**config.mk**
```make
export PLATFORM = sky130hd
export DESIGN_NAME = m72_sound_latch
export DESIGN_NICKNAME = d
export VERILOG_FILES = /design/src/rtl/m72_sound_latch.sv
export SDC_FILE = /design/constraint.sdc
export NUM_CORES = 1
export LEC_CHECK = 0
export ABC_AREA = 1
export CORE_MARGIN = 2
export CORE_UTILIZATION = 35
export DETAILED_ROUTE_END_ITERATION = 8
export DONT_BUFFER_PORTS = 1
export MAX_ROUTING_LAYER = met4
export PLACE_DENSITY = 0.59
export REMOVE_ABC_BUFFERS = 1
export SETUP_SLACK_MARGIN = 0.5
export SYNTH_ARGS = -nofsm -noshare
export SYNTH_HDL_FRONTEND = slang
export SYNTH_SLANG_ARGS = --single-unit
```
**constraint.sdc**
```tcl
create_clock -name CLK_32M -period 1.5 [get_ports CLK_32M]
set_clock_uncertainty 0.2 [all_clocks]
set_input_delay 0.075 -clock CLK_32M [delete_from_list [all_inputs] [get_ports CLK_32M]]
set_output_delay 0.075 -clock CLK_32M [all_outputs]
set_load 0.02 [all_outputs]
```
**src/rtl/m72_sound_latch.sv**
```systemverilog
// Sound-CPU side of the main-to-sound command path: command queue, Z80 read/ack
// ports and the IM0 vector that merges the command and YM2151 interrupts.
module m72_sound_latch #(
  parameter int          DEPTH    = 1,
  parameter logic [7:0]  RD_PORT  = 8'h02,
  parameter logic [7:0]  ACK_PORT = 8'h06
) (
  input  logic       CLK_32M,
  input  logic       reset_n,
  input  logic       snd_wr,
  input  logic [7:0] snd_din,
  input  logic [7:0] z80_io_addr,
  input  logic       z80_io_wr,
  input  logic       z80_io_rd,
  output logic [7:0] z80_dout,
  output logic       z80_rd_hit,
  input  logic       ym_irq_n,
  output logic       z80_int_n,
  output logic [7:0] z80_int_vec,
  output logic       pending,
  output logic [7:0] overrun_cnt
);

  localparam int CW = $clog2(DEPTH + 1);
  localparam int PW = (DEPTH > 1) ? $clog2(DEPTH) : 1;
  localparam logic [PW-1:0] LAST_PTR = PW'(DEPTH - 1);
  localparam logic [CW-1:0] FULL_CNT = CW'(DEPTH);

  logic [7:0]    mem_q [DEPTH];
  logic [7:0]    mem_d [DEPTH];
  logic [PW-1:0] head_q, head_d, tail_q, tail_d;
  logic [CW-1:0] count_q, count_d;
  logic [7:0]    overrun_q, overrun_d;
  logic          pending_q, ym_irq_q, snd_wr_q, ack_q;
  logic          ack_s, push_s, pop_s, full_s;

  function automatic logic [PW-1:0] ptr_inc(input logic [PW-1:0] p);
    if (p == LAST_PTR) return '0;
    else return p + PW'(1);
  endfunction

  function automatic logic [PW-1:0] ptr_dec(input logic [PW-1:0] p);
    if (p == '0) return LAST_PTR;
    else return p - PW'(1);
  endfunction

  assign ack_s  = z80_io_wr && (z80_io_addr == ACK_PORT);
  assign push_s = snd_wr && !snd_wr_q;
  // A pop on an empty queue is dropped here, which also makes push+pop on empty land the push.
  assign pop_s  = ack_s && !ack_q && (count_q != '0);
  assign full_s = (count_q == FULL_CNT);

  always_comb begin
    mem_d     = mem_q;
    head_d    = head_q;
    tail_d    = tail_q;
    count_d   = count_q;
    overrun_d = overrun_q;
    if (push_s && full_s && !pop_s) begin
      // Full with no room being freed: replace the newest entry, keep the oldest ones.
      mem_d[ptr_dec(tail_q)] = snd_din;
      if (overrun_q != 8'hFF) overrun_d = overrun_q + 8'd1;
      else overrun_d = overrun_q;
    end else begin
      if (push_s) begin
        mem_d[tail_q] = snd_din;
        tail_d        = ptr_inc(tail_q);
      end else begin
        tail_d = tail_q;
      end
      if (pop_s) head_d = ptr_inc(head_q);
      else head_d = head_q;
      if (push_s && !pop_s) count_d = count_q + CW'(1);
      else if (!push_s && pop_s) count_d = count_q - CW'(1);
      else count_d = count_q;
    end
  end

  always_ff @(posedge CLK_32M or negedge reset_n) begin
    if (!reset_n) begin
      for (int i = 0; i < DEPTH; i++) mem_q[i] <= 8'h00;
      head_q    <= '0;
      tail_q    <= '0;
      count_q   <= '0;
      overrun_q <= 8'h00;
      pending_q <= 1'b0;
      ym_irq_q  <= 1'b0;
      snd_wr_q  <= 1'b0;
      ack_q     <= 1'b0;
    end else begin
      mem_q     <= mem_d;
      head_q    <= head_d;
      tail_q    <= tail_d;
      count_q   <= count_d;
      overrun_q <= overrun_d;
      pending_q <= (count_d != '0);
      ym_irq_q  <= ~ym_irq_n;
      snd_wr_q  <= snd_wr;
      ack_q     <= ack_s;
    end
  end

  assign z80_dout    = mem_q[head_q];
  assign z80_rd_hit  = z80_io_rd && (z80_io_addr == RD_PORT);
  assign pending     = pending_q;
  assign overrun_cnt = overrun_q;
  assign z80_int_n   = ~(pending_q | ym_irq_q);
  // Bit 5 clear for a command, bit 4 clear for YM: FF/DF/EF/CF.
  assign z80_int_vec = {2'b11, ~pending_q, ~ym_irq_q, 4'hF};

endmodule

```
; ---- Word level (Yosys, flattened, before mapping)
; Cells that the tools add are included.
; Widths: inputs -> output; s select.
[op_classes]
order_cmp = 5
reduce_logical = 21
mux = 13
addsub = 6
eq_ne = 3
bitwise_logic = 6
[op_table]
columns = op, n
row1 = $mux 8, 5
row2 = $bwmux 8, 2
row3 = $logic_and 1x1->1, 11
row4 = $add 8x1->8 const B, 1
row5 = $eq 8x2->1 const B, 1
row6 = $eq 8x3->1 const B, 1
row7 = $ne 8x8->1 const B, 1
row8 = $reduce_and 2->1, 4
row9 = $mux 1, 6
row10 = $not 1->1, 5
row11 = $logic_not 1->1, 4
row12 = $reduce_bool 2->1, 2
row13 = $add 1x1->1 const B, 3
row14 = $lt 1x1->1 const B, 3
row15 = $ge 1x1->1 const B, 2
row16 = $sub 1x1->1 const B, 2
row17 = $or 1x1->1, 1
[word_totals]
register_bits = 22

; ---- Longest topological paths before layout
; Gate-level depths: netlist (run 1).
[depth]
ltp_word = 12
mapped_depth = 8

; ---- Worst setup path after synthesis (run 1)
; Ideal clock, no wire load.
[synth_timing]
path_kind = register -> register
startpoint = register overrun_q[1] (netlist: overrun_cnt[1])
endpoint = register overrun_q[7] (netlist: overrun_cnt[7])
arrival_time_ns = 1.284
stages_incl_launch_ff = 8
required_time_ns = 1.235
path_slack_ns = -0.050
n_path_buf = 0
setup_ns = 0.065
path_cell_list = dfrtp_1 -> ha_1 -> nand2_1 -> inv_1 -> nand3_4 -> nand3_4 -> nand2_1 -> nand2_1
[synth_between]
elab_chain_cells = 2
word_cells_on_any_way = 3
cone_classes = add/sub: 1 / eq/ne: 1 / reduce/logical: 1
[synth_rtl]
columns = item, line_no
row1 = from (decl), 33  ; logic [7:0] overrun_q, overrun_d;
row2 = from (signal assigned), 95  ; overrun_q <= overrun_d;
row3 = "parallel branches: the longest is 2 deep, another holds $add 8x1->8", -
; Several ways; the timed one is not identified.
; A chain may end at the register's enable or synchronous reset.

; ---- Final worst setup path (run 1)
[layout_timing]
startpoint = register overrun_q[0] (netlist: overrun_cnt[0])
endpoint = register overrun_q[1] (netlist: overrun_cnt[1])
; The elaborated chain is that of the path after synthesis.

==> results.tsv, run 1 <==
stage	metric	value	unit
clocking	hold-fix buffer count after cts	12	
synthesis	basic-gate share of the synthesized area counting and, or, nand and nor cells	30.4	%
die	Rows	19	
worst_hold_path	HP Class	primary input to async pin	
placement	total of buffers placed on input and output ports	0	
status	run status	complete, but fails checks	
clocking	maximum root-to-sink buffer count	2	
synthesis	Post-Synth Adder-Cell Area	1.19	%
cells_and_area	# fillers	254	
sta	slew at the pin with the worst max-slew slack	0.909	ns
synthesis	number of distinct standard cells referenced by the synthesized netlist	20	
global_route	number of global-route vias before repair	980	
synthesis	top area cells in the synthesized netlist	dfrtp_1 48%, nand2_1 11%, mux2_2 8.6%, nand4_1 4.8%, inv_1 4.6%	
critical_path	required time reported for the critical path endpoint	1.50	ns
synthesis	Post-Synth XOR/XNOR Area	2.50	%
drt	total length of routed wires	2.58	mm
placement	number of cells in the design after placement	153	
clocking	number of H-tree levels	1	
drt	length of the first detailed-routing pass in iterations	7	
global_route	GR Util All Layers	16.9	%
die	Std-Cell Core Area	2810	µm²
synthesis	Avg Synthesized Cell Area	9.31	µm²
clocking	Inserted Clock Buffers	3	
clocking	clock insertion delay at the later pin of the skew report	0.31	ns
synthesis	fraction of the yosys area taken by sequential cells	47.6	%
sta	RSZ-0062 raised after global routing	yes	
sta	Final Hold Slack	-0.252	ns
cells_and_area	Net count, final	177	
sta	number of endpoints with negative hold slack in the final report	20	
die	Die Y	58.8	µm
synthesis	cell taking the most area after synthesis	dfrtp_1	
die	number of top-level pins	49	
critical_path	kind of start point of the critical path	flop	
die	Die Width	58.8	µm
synthesis	post-synthesis instance area	1050	µm²
cells_and_area	Layout Area Growth over Synthesis	56.1	%
drt	1st-iter DRT viols	40	
clocking	TritonCTS sink count	20	
sta	Max Clock Freq	700	MHz
clocking	library cell used as clock root buffer	clkbuf_4	
synthesis	synthesis-stage register bit count	20	
status	failing checks	DRC, hold timing	
critical_path	Crit Path Class	flop to flop	
placement	detailed-placement wirelength estimate	1.58	mm
sta	share of the cycle needed by the critical path after routing	95.2	%
die	initial standard-cell utilization of the core	37.5	%
critical_path	sort of element at the end of the critical path	flop	
synthesis	synthesized netlist cell count	113	
synthesis	share of the synthesized area in compound gates (AO/OA/AOI/OAI)	0.476	%
sta	setup violation total in the final timing report	0	
cells_and_area	highest-count cells in the layout ignoring fill and taps	22 x nand2_1, 12 x buf_4, 11 x dlygate4sd3_1, 10 x dfrtp_1, 10 x dfrtp_2	
power_and_ir_drop	static leakage	0.751	nW
synthesis	proportion of netlist area held by the largest area contributor	47.6	%
synthesis	share of synthesized area spent on multiplexers	8.56	%
placement	weighted congestion reported at the end of routability-driven placement	0.773	
critical_path	Worst Path Arrival	1.43	ns
sta	final-report max-slew violation count	0	
clocking	clock slew at reported path FFs	0.13	ns
run	number of max-cap violations	0	
cells_and_area	commonest non-fill, non-tap cell in the layout	nand2_1	
sta	post-layout minimum cycle time	1.43	ns
drt	DR WL/cell	14.0	µm
global_route	maximum number of pins on one net before global-route repair	21	
drt	ANT nets after route	0	
synthesis	dominant combinational cell family by area after synthesis	simple AND/OR/NAND/NOR gates	
synthesis	number of synthesis warnings	0	
drt	total via count in the routed design	914	
global_route	global route overflow	0	
cells_and_area	Cell Count, Final, Fillers Out	184	
drt	Vias per Instance	4.97	
cells_and_area	core utilization of the finished layout	58.6	%
cells_and_area	combined flip-flop and latch cell area	513	µm²
cells_and_area	total inserted antenna cells	0	
global_route	global-route wire length before repair	4.28	mm
die	die area	3460	µm²
cells_and_area	Multi-input gate area	633	µm²
global_route	antenna violations before repair	0	
clocking	TritonCTS clock tree	yes	
cells_and_area	share of post-route cells with drive strength above 1	52.9	%
power_and_ir_drop	VDD IR-drop max	0.763	mV
sta	worst relative slew slack	39.4	%
power_and_ir_drop	power density of the placed cells	1090	nW/µm²
critical_path	top fanout value on the critical path	8	
drt	Post-route DRC	4	
## area by class of cell
class	count	area share, %
tap	31	2.36
inverter	13	3.12
timing repair buffer	35	21.6
clock buffer	3	1.37
multi-input combinational	81	38.5
sequential	20	31.2
clock inverter	1	1.83
## path summary, 6_finish.rpt
kind | startpoint | end | slack, ns | depth (start not counted)
hold / removal | reset_n | overrun_cnt[2]$_DFFE_PN0P_ | -0.25 | 1
min in group CLK_32M | z80_io_addr[1] | pending$_DFFE_PN0P_ | 0.02 | 6
setup / recovery | overrun_cnt[0]$_DFFE_PN0P_ | overrun_cnt[1]$_DFFE_PN0P_ | 0.07 | 7
max in group asynchronous | reset_n | mem_q[3]$_DFFE_PN0P_ | 0.72 | 1
hold reg to reg | mem_q[7]$_DFFE_PN0P_ | mem_q[7]$_DFFE_PN0P_ | 0.42 | 1
setup reg to reg | overrun_cnt[0]$_DFFE_PN0P_ | overrun_cnt[1]$_DFFE_PN0P_ | 0.07 | 7
## kinds of logic (layout without fill, tap and decap cells)
family,count (synthesis),count (layout)
and+or+nand+nor,60,62
DFF,20,20
buffers and inverters,19,52
muxes,8,8
xor gates and xnor gates,3,3
adders and majority gates,1,1
other,1,6
AOI/OAI and AO/OA,1,1
## power breakdown
part / switching, mW / leakage, nW / internal, mW / total (mW)
Combinational: 0.293 / 0.488 / 0.279 / 0.572
Clock: 0.178 / 0.0279 / 0.270 / 0.448
Sequential: 0.145 / 0.235 / 0.629 / 0.774
## per-stage QoR
step / setup TNS [ns] / power [mW] / hold slack [ns] / area, µm² / setup slack (ns)
after floorplan: -0.347 / 0.981 / -0.421 / 1030 / -0.0497
after global placement: 0 / 1.10 / -0.420 / 1140 / 0.0467
after detailed placement: 0 / 1.11 / -0.420 / 1140 / 0.0204
after CTS: 0 / 1.69 / 0.0435 / 1550 / 0.129
after global routing: 0 / 1.88 / -0.187 / 1640 / 0.00929
final: 0 / 1.79 / -0.252 / 1640 / 0.0717
## worst max-delay path, cell delays in order (launching register included)
cell and delay [ns]:
dfrtp_1 0.44, ha_4 0.20, nand2_4 0.07, inv_4 0.05, nand3_4 0.08, nand3_4 0.14, nand2_1 0.09, nand2_1 0.05
## flip-flops by register name, summed over array words and instances (netlist names)
| name | cells |
|---|---|
| ack_q | 1 |
| overrun_cnt | 8 |
| pending | 1 |
| ym_irq_q | 1 |
| mem_q | 8 |
| snd_wr_q | 1 |
## routing by layer
layer	global-route usage (%)	vias to the layer above	share of wire [%]
met2	29.4	51	52
met4	1.95	0	0.54
met5	-	-	0
met3	6.59	2	10
li1	-	437	-
met1	18.9	424	37
## cell usage after synthesis
library cell  number
nand3b_1           1
xor2_1             1
nor3b_1            1
nor2_4             1
nand2_1           31
nor2_8             1
mux2_2             8
nand2_2            2
conb_1             1
xnor2_1            2
ha_1               1
nand4_1            8
nand3_4            2
inv_1             13
o21ai_0            1
buf_4              6
nand3_1            4
nor2_1             8
dfrtp_1           20
nand3_2            1
## timing repair
item	4_1_cts	5_1_grt
endpoints found under the hold margin	40	20
resized for setup	38	26
setup buffers	13	0
gates cloned	2	0
endpoints found under the setup margin	38	58
pin swaps	9	11
(Power assumes the default switching activity.)
==> inputs of run 2 (changes only) <==
--- a/config.mk
+++ b/config.mk
@@ -5,13 +5,15 @@
 export SDC_FILE = /design/constraint.sdc
 export NUM_CORES = 1
 export LEC_CHECK = 0
-export ABC_AREA = 1
+export ABC_AREA = 0
+export ABC_CLOCK_PERIOD_IN_PS = 1500
 export CORE_MARGIN = 2
 export CORE_UTILIZATION = 35
 export DETAILED_ROUTE_END_ITERATION = 8
 export DONT_BUFFER_PORTS = 1
 export MAX_ROUTING_LAYER = met4
 export PLACE_DENSITY = 0.59
+export RECOVER_POWER = 100
 export REMOVE_ABC_BUFFERS = 1
 export SETUP_SLACK_MARGIN = 0.5
 export SYNTH_ARGS = -nofsm -noshare
==> run 2 against run 1 <==
  * The run ends with hold timing, setup timing left
  * Routed wire length fell by 11%
  * Utilization up 0.98 points
  * Worst setup slack lost 0.15 ns
  * Largest power group is now combinational logic
  * Synthesized cell count fell by 34%
  * Die area fell by 12%
  * Global-route usage decreased by 1.4 points
  * Final cell count down 20%
  * Register-to-register slack got worse by 0.15 ns
  * Sequential power increased by 1%
  * Synthesized area decreased by 12%
  * Clock power grew 2%
  * Hold slack got worse by 0.040 ns
==> results.tsv, run 2 <==
stage	metric	value	unit
clocking	clock insertion delay at the later pin of the skew report	0.32	ns
critical_path	Worst R2R Path Depth	5	
clocking	maximum root-to-sink buffer count	2	
drt	total via count in the routed design	722	
critical_path	worst setup slack for register-to-register paths	-0.08	ns
power_and_ir_drop	static leakage	0.684	nW
placement	total of buffers placed on input and output ports	0	
cells_and_area	share of post-route cells with drive strength above 1	48.7	%
cells_and_area	highest-count cells in the layout ignoring fill and taps	19 x dfrtp_1, 14 x buf_6, 12 x dlygate4sd3_1, 9 x mux2_4, 9 x buf_4	
run	number of max-cap violations	0	
drt	1st-iter DRT viols	8	
synthesis	synthesized netlist cell count	75	
cells_and_area	Cell Count, Final, Fillers Out	147	
clocking	hold-fix buffer count after cts	13	
cells_and_area	Net count, final	141	
cells_and_area	# fillers	207	
global_route	GR Util All Layers	15.5	%
global_route	global-route wire length before repair	3.59	mm
worst_hold_path	HP Class	primary input to async pin	
clocking	TritonCTS clock tree	yes	
die	Die Y	55.3	µm
synthesis	cell with the most instances after synthesis	dfrtp_1	
die	Die Width	55.3	µm
synthesis	share of flip-flops with an asynchronous set or reset after synthesis	100	%
global_route	global route overflow	0	
placement	detailed-placement wirelength estimate	1.33	mm
synthesis	post-synthesis instance area	921	µm²
drt	Post-route DRC	0	
critical_path	kind of start point of the critical path	flop	
synthesis	cell types with the highest counts after synthesis	20 x dfrtp_1, 8 x mux2_2, 7 x xor2_1	
critical_path	sort of element at the end of the critical path	flop	
cells_and_area	total inserted antenna cells	0	
critical_path	Worst Path Arrival	1.58	ns
drt	Vias per Instance	4.91	
global_route	maximum number of pins on one net before global-route repair	21	
synthesis	proportion of netlist area held by the largest area contributor	54.3	%
power_and_ir_drop	power density of the placed cells	1370	nW/µm²
synthesis	fraction of the yosys area taken by sequential cells	54.3	%
clocking	Inserted Clock Buffers	3	
die	number of top-level pins	49	
cells_and_area	post-route cell area	1480	µm²
drt	DR WL/cell	15.6	µm
sta	final setup margin	-0.0821	ns
critical_path	Crit Path Class	flop to flop	
global_route	number of global-route vias before repair	745	
critical_path	R2R Path End	overrun_cnt[7]$_DFFE_PN0P_	
power_and_ir_drop	Design Power	2.02	mW
placement	number of cells in the design after placement	118	
die	die area	3060	µm²
sta	Max Clock Freq	632	MHz
sta	worst relative slew slack	29.9	%
sta	final-report max-slew violation count	0	
sta	Final Hold Slack	-0.293	ns
clocking	TritonCTS sink count	20	
power_and_ir_drop	VDD IR-drop max	0.894	mV
die	Rows	18	
critical_path	required time reported for the critical path endpoint	1.50	ns
synthesis	number of distinct standard cells referenced by the synthesized netlist	22	
synthesis	Top FF cell, synth	dfrtp_1	
synthesis	top area cells in the synthesized netlist	dfrtp_1 54%, mux2_2 9.8%, xor2_1 6.7%, buf_4 4.9%, nor4_4 2.3%	
sta	total negative setup slack	-0.472	ns
clocking	number of H-tree levels	1	
die	initial standard-cell utilization of the core	37.2	%
global_route	antenna violations before repair	0	
clocking	clock slew at reported path FFs	0.12	ns
drt	total length of routed wires	2.29	mm
drt	length of the first detailed-routing pass in iterations	4	
placement	weighted congestion reported at the end of routability-driven placement	0.843	
status	failing checks	hold timing, setup timing	
synthesis	synthesis-stage register bit count	20	
die	Std-Cell Core Area	2480	µm²
sta	post-layout minimum cycle time	1.58	ns
sta	RSZ-0062 raised after global routing	yes	
synthesis	Avg Synthesized Cell Area	12.3	µm²
placement	instance area after placement	1040	µm²
drt	ANT nets after route	0	
critical_path	worst r2r src	overrun_cnt[3]$_DFFE_PN0P_	
critical_path	worst setup path endpoint	overrun_cnt[7]$_DFFE_PN0P_	
synthesis	number of synthesis warnings	0	
status	run status	complete, but fails checks	
synthesis	number of flops mapped to enable cells by yosys	0	
critical_path	top fanout value on the critical path	5	
cells_and_area	Layout Area Growth over Synthesis	60.2	%
synthesis	cell taking the most area after synthesis	dfrtp_1	
sta	slew at the pin with the worst max-slew slack	1.05	ns
critical_path	launch point of the worst path	overrun_cnt[3]$_DFFE_PN0P_	
sta	setup violation total in the final timing report	8	
clocking	library cell used as clock root buffer	clkbuf_4	
sta	number of endpoints with negative hold slack in the final report	21	
cells_and_area	commonest non-fill, non-tap cell in the layout	dfrtp_1	
sta	share of the cycle needed by the critical path after routing	105	%
[run 2: through the flow]
step / util, % / worst slack (ns)
2_1_floorplan: - / -0.331
3_3_place_gp: 42.0 / -0.0635
3_5_place_dp: 42.0 / -0.101
4_1_cts: 57.2 / -0.0561
5_1_grt: 59.5 / -0.170
6_report: 59.5 / -0.0821
[run 2: where the power goes]
| group | leakage, nW | switching [mW] | internal, mW |
|---|---|---|---|
| clock network | 0.0279 | 0.185 | 0.271 |
| logic | 0.415 | 0.363 | 0.424 |
| registers | 0.241 | 0.133 | 0.649 |
[run 2: cell families after synthesis]
group / share of synthesized area (%)
simple gates: 15.8
buf+inv: 7.06
xor+xnor: 6.66
fa+ha+maj: 1.36
compound gates: 2.99
mux: 11.4
flops: 54.3
other cells: 0.407
[run 2: final cells by class]
class,count,area (µm²),area share [%]
multi-input cells,49,490,33.2
well taps,30,37.5,2.54
repair buffers,40,378,25.6
clock inverters,1,30.0,2.04
inverters,4,15.0,1.02
flip-flops and latches,20,502,34.0
clock buffers,3,22.5,1.53
[run 2: repair_timing]
action,in CTS,in global routing
resized for setup,43,12
setup buffers,7,5
pin swaps,4,5
setup endpoints to repair,38,58
hold endpoints to repair,32,21
[run 2: worst min-delay path by stage]
stage                           end  slack (ns)  cells after the start
3_3_place_gp   mem_q[3]$_DFFE_PN0P_       -0.42                      0
6_report        pending$_DFFE_PN0P_       -0.29                      1
5_1_grt             ack_q$_DFF_PN0_       -0.25                      3
4_1_cts             ack_q$_DFF_PN0_       -0.29                      3
3_5_place_dp   mem_q[3]$_DFFE_PN0P_       -0.42                      0
2_1_floorplan       ack_q$_DFF_PN0_       -0.42                      0
[run 2: critical path: stages, from the launching register on]
cell     delay (ns)
dfrtp_1        0.39
nand4_1        0.22
o21ai_4        0.30
buf_4          0.17
nor4_2         0.04
xor2_1         0.14
[run 2: per-layer routing]
metal | part of all wire, % | up-vias | wire length [µm] | GRT usage [%]
li1 | - | 324 | - | -
met1 | 38 | 361 | 866 | 17.9
met2 | 54 | 32 | 1240 | 25.9
met3 | 5.6 | 5 | 128 | 3.04
met4 | 2.1 | 0 | 49 | 7.32
met5 | 0 | - | 0 | -
==> inputs of run 3 (changes only) <==
--- a/config.mk
+++ b/config.mk
@@ -8,11 +8,11 @@
 export ABC_AREA = 0
 export ABC_CLOCK_PERIOD_IN_PS = 1500
 export CORE_MARGIN = 2
-export CORE_UTILIZATION = 35
+export CORE_UTILIZATION = 53
 export DETAILED_ROUTE_END_ITERATION = 8
 export DONT_BUFFER_PORTS = 1
 export MAX_ROUTING_LAYER = met4
-export PLACE_DENSITY = 0.59
+export PLACE_DENSITY = 0.79
 export RECOVER_POWER = 100
 export REMOVE_ABC_BUFFERS = 1
 export SETUP_SLACK_MARGIN = 0.5
==> run 3 against run 2 <==
  * The run still ends with hold timing, setup timing left
  * Register-to-register slack lost 0.07 ns
  * Die area is 32% lower
  * Count of clock-buffer cells in the layout unchanged
  * Critical path type unchanged
  * Largest cell class unchanged
==> results.tsv, run 3 (synthesis gave the netlist of run 2 again) <==
stage	metric	value	unit
global_route	global route overflow	0	
drt	Vias per Instance	5.61	
status	run status	complete, but fails checks	
drt	DR WL/cell	16.7	µm
sta	setup violation total in the final timing report	9	
power_and_ir_drop	power density of the placed cells	1390	nW/µm²
global_route	antenna violations before repair	0	
die	Die Y	45.7	µm
critical_path	top fanout value on the critical path	7	
clocking	maximum root-to-sink buffer count	2	
critical_path	Worst Path Arrival	1.64	ns
global_route	GR Util All Layers	22.3	%
drt	ANT nets after route	0	
die	number of top-level pins	49	
critical_path	highest cell delay on the worst timing path	0.37	ns
placement	detailed-placement wirelength estimate	1.22	mm
clocking	clock slew at reported path FFs	0.11	ns
placement	weighted congestion reported at the end of routability-driven placement	0.862	
critical_path	required time reported for the critical path endpoint	1.49	ns
critical_path	cell type group with the largest total delay on the critical path	flip-flops	
sta	Max Clock Freq	605	MHz
die	die area	2090	µm²
sta	post-layout minimum cycle time	1.65	ns
cells_and_area	Cell Count, Final, Fillers Out	130	
placement	dpl ws	-0.0765	ns
critical_path	Critical Path, Cell by Cell	ha_2 -> nand3_2 -> o21ai_4 -> nor2_4 -> mux2_4	
status	failing checks	hold timing, setup timing	
die	Rows	15	
critical_path	highest-delay cell along the critical path	dfrtp_1	
critical_path	Crit Path Class	flop to flop	
cells_and_area	share of post-route cells with drive strength above 1	47.8	%
cells_and_area	core utilization of the finished layout	81.9	%
clocking	library cell used as clock root buffer	clkbuf_4	
critical_path	kind of start point of the critical path	flop	
cells_and_area	Net count, final	137	
die	Die Width	45.7	µm
sta	number of endpoints with negative hold slack in the final report	21	
global_route	global-route wire length before repair	3.19	mm
cells_and_area	total inserted antenna cells	0	
sta	final-report max-slew violation count	0	
clocking	TritonCTS sink count	20	
worst_hold_path	HP Class	primary input to async pin	
global_route	maximum number of pins on one net before global-route repair	21	
placement	number of cells in the design after placement	103	
cells_and_area	highest-count cells in the layout ignoring fill and taps	12 x dfrtp_1, 12 x dlygate4sd3_1, 9 x mux2_4, 9 x buf_4, 8 x dfrtp_2	
critical_path	worst path buffer plus inverter count	0	
sta	slew at the pin with the worst max-slew slack	1.02	ns
sta	worst relative slew slack	31.9	%
clocking	TritonCTS clock tree	yes	
drt	total length of routed wires	2.18	mm
run	number of max-cap violations	0	
drt	Post-route DRC	0	
sta	RSZ-0062 raised after global routing	yes	
clocking	clock insertion delay at the later pin of the skew report	0.29	ns
critical_path	sort of element at the end of the critical path	flop	
drt	1st-iter DRT viols	13	
sta	share of the cycle needed by the critical path after routing	110	%
power_and_ir_drop	VDD IR-drop max	0.972	mV
cells_and_area	Layout Area Growth over Synthesis	48.6	%
critical_path	launch point of the worst path	overrun_cnt[1]$_DFFE_PN0P_	
sta	final setup margin	-0.152	ns
die	initial standard-cell utilization of the core	55.1	%
die	Std-Cell Core Area	1670	µm²
placement	total of buffers placed on input and output ports	0	
global_route	number of global-route vias before repair	683	
clocking	hold-fix buffer count after cts	13	
power_and_ir_drop	static leakage	0.628	nW
power_and_ir_drop	Design Power	1.90	mW
drt	total via count in the routed design	729	
critical_path	worst r2r src	overrun_cnt[1]$_DFFE_PN0P_	
sta	Final Hold Slack	-0.275	ns
drt	length of the first detailed-routing pass in iterations	4	
clocking	number of H-tree levels	1	
clocking	Inserted Clock Buffers	3	
[run 3: path summary, 6_finish.rpt]
path,cells past startpoint,end,slack [ns]
setup / recovery,5,overrun_cnt[1]$_DFFE_PN0P_,-0.15
max in group asynchronous,1,mem_q[4]$_DFFE_PN0P_,0.69
min in group CLK_32M,3,ack_q$_DFF_PN0_,-0.24
hold reg to reg,1,mem_q[4]$_DFFE_PN0P_,0.42
setup reg to reg,5,overrun_cnt[1]$_DFFE_PN0P_,-0.15
hold / removal,1,overrun_cnt[7]$_DFFE_PN0P_,-0.28
[run 3: final cells by class]
class | instances | area (µm²)
clock buffer | 3 | 22.5
clock inverter | 1 | 30.0
fill | 92 | 302
inverter | 4 | 15.0
multi-input combinational | 49 | 465
sequential | 20 | 510
tap | 17 | 21.3
timing repair buffer | 36 | 304
[run 3: timing repair]
| action | 4_1_cts | 5_1_grt |
|---|---|---|
| gates resized for setup | 41 | 7 |
| buffers inserted | 7 | 2 |
| cloned | 1 | 0 |
| endpoints found under the setup margin | 38 | 58 |
| hold endpoints to repair | 31 | 21 |
| pin swaps | 6 | 4 |
[run 3: stage by stage]
step	hold slack [ns]	setup TNS, ns	instance area [µm²]
detailed placement	-0.420	-0.100	1010
floorplan	-0.421	-2.45	890
finish	-0.275	-0.957	1370
global placement	-0.420	-0.0454	1010
CTS	-0.245	-0.262	1380
global route	-0.231	-1.58	1370
[run 3: routing by layer]
metal / wire length [µm] / track usage, % / part of all wire (%)
met1: 824 / 25.7 / 38
met2: 1150 / 39.7 / 53
met3: 199 / 5.16 / 9.1
met4: 4 / 3.53 / 0.18
met5: 0 / - / 0
[run 3: report_power, final]
| group | leakage [nW] | switching [mW] | internal [mW] |
|---|---|---|---|
| sequential | 0.234 | 0.120 | 0.653 |
| clock | 0.0279 | 0.158 | 0.270 |
| combinational | 0.366 | 0.347 | 0.351 |
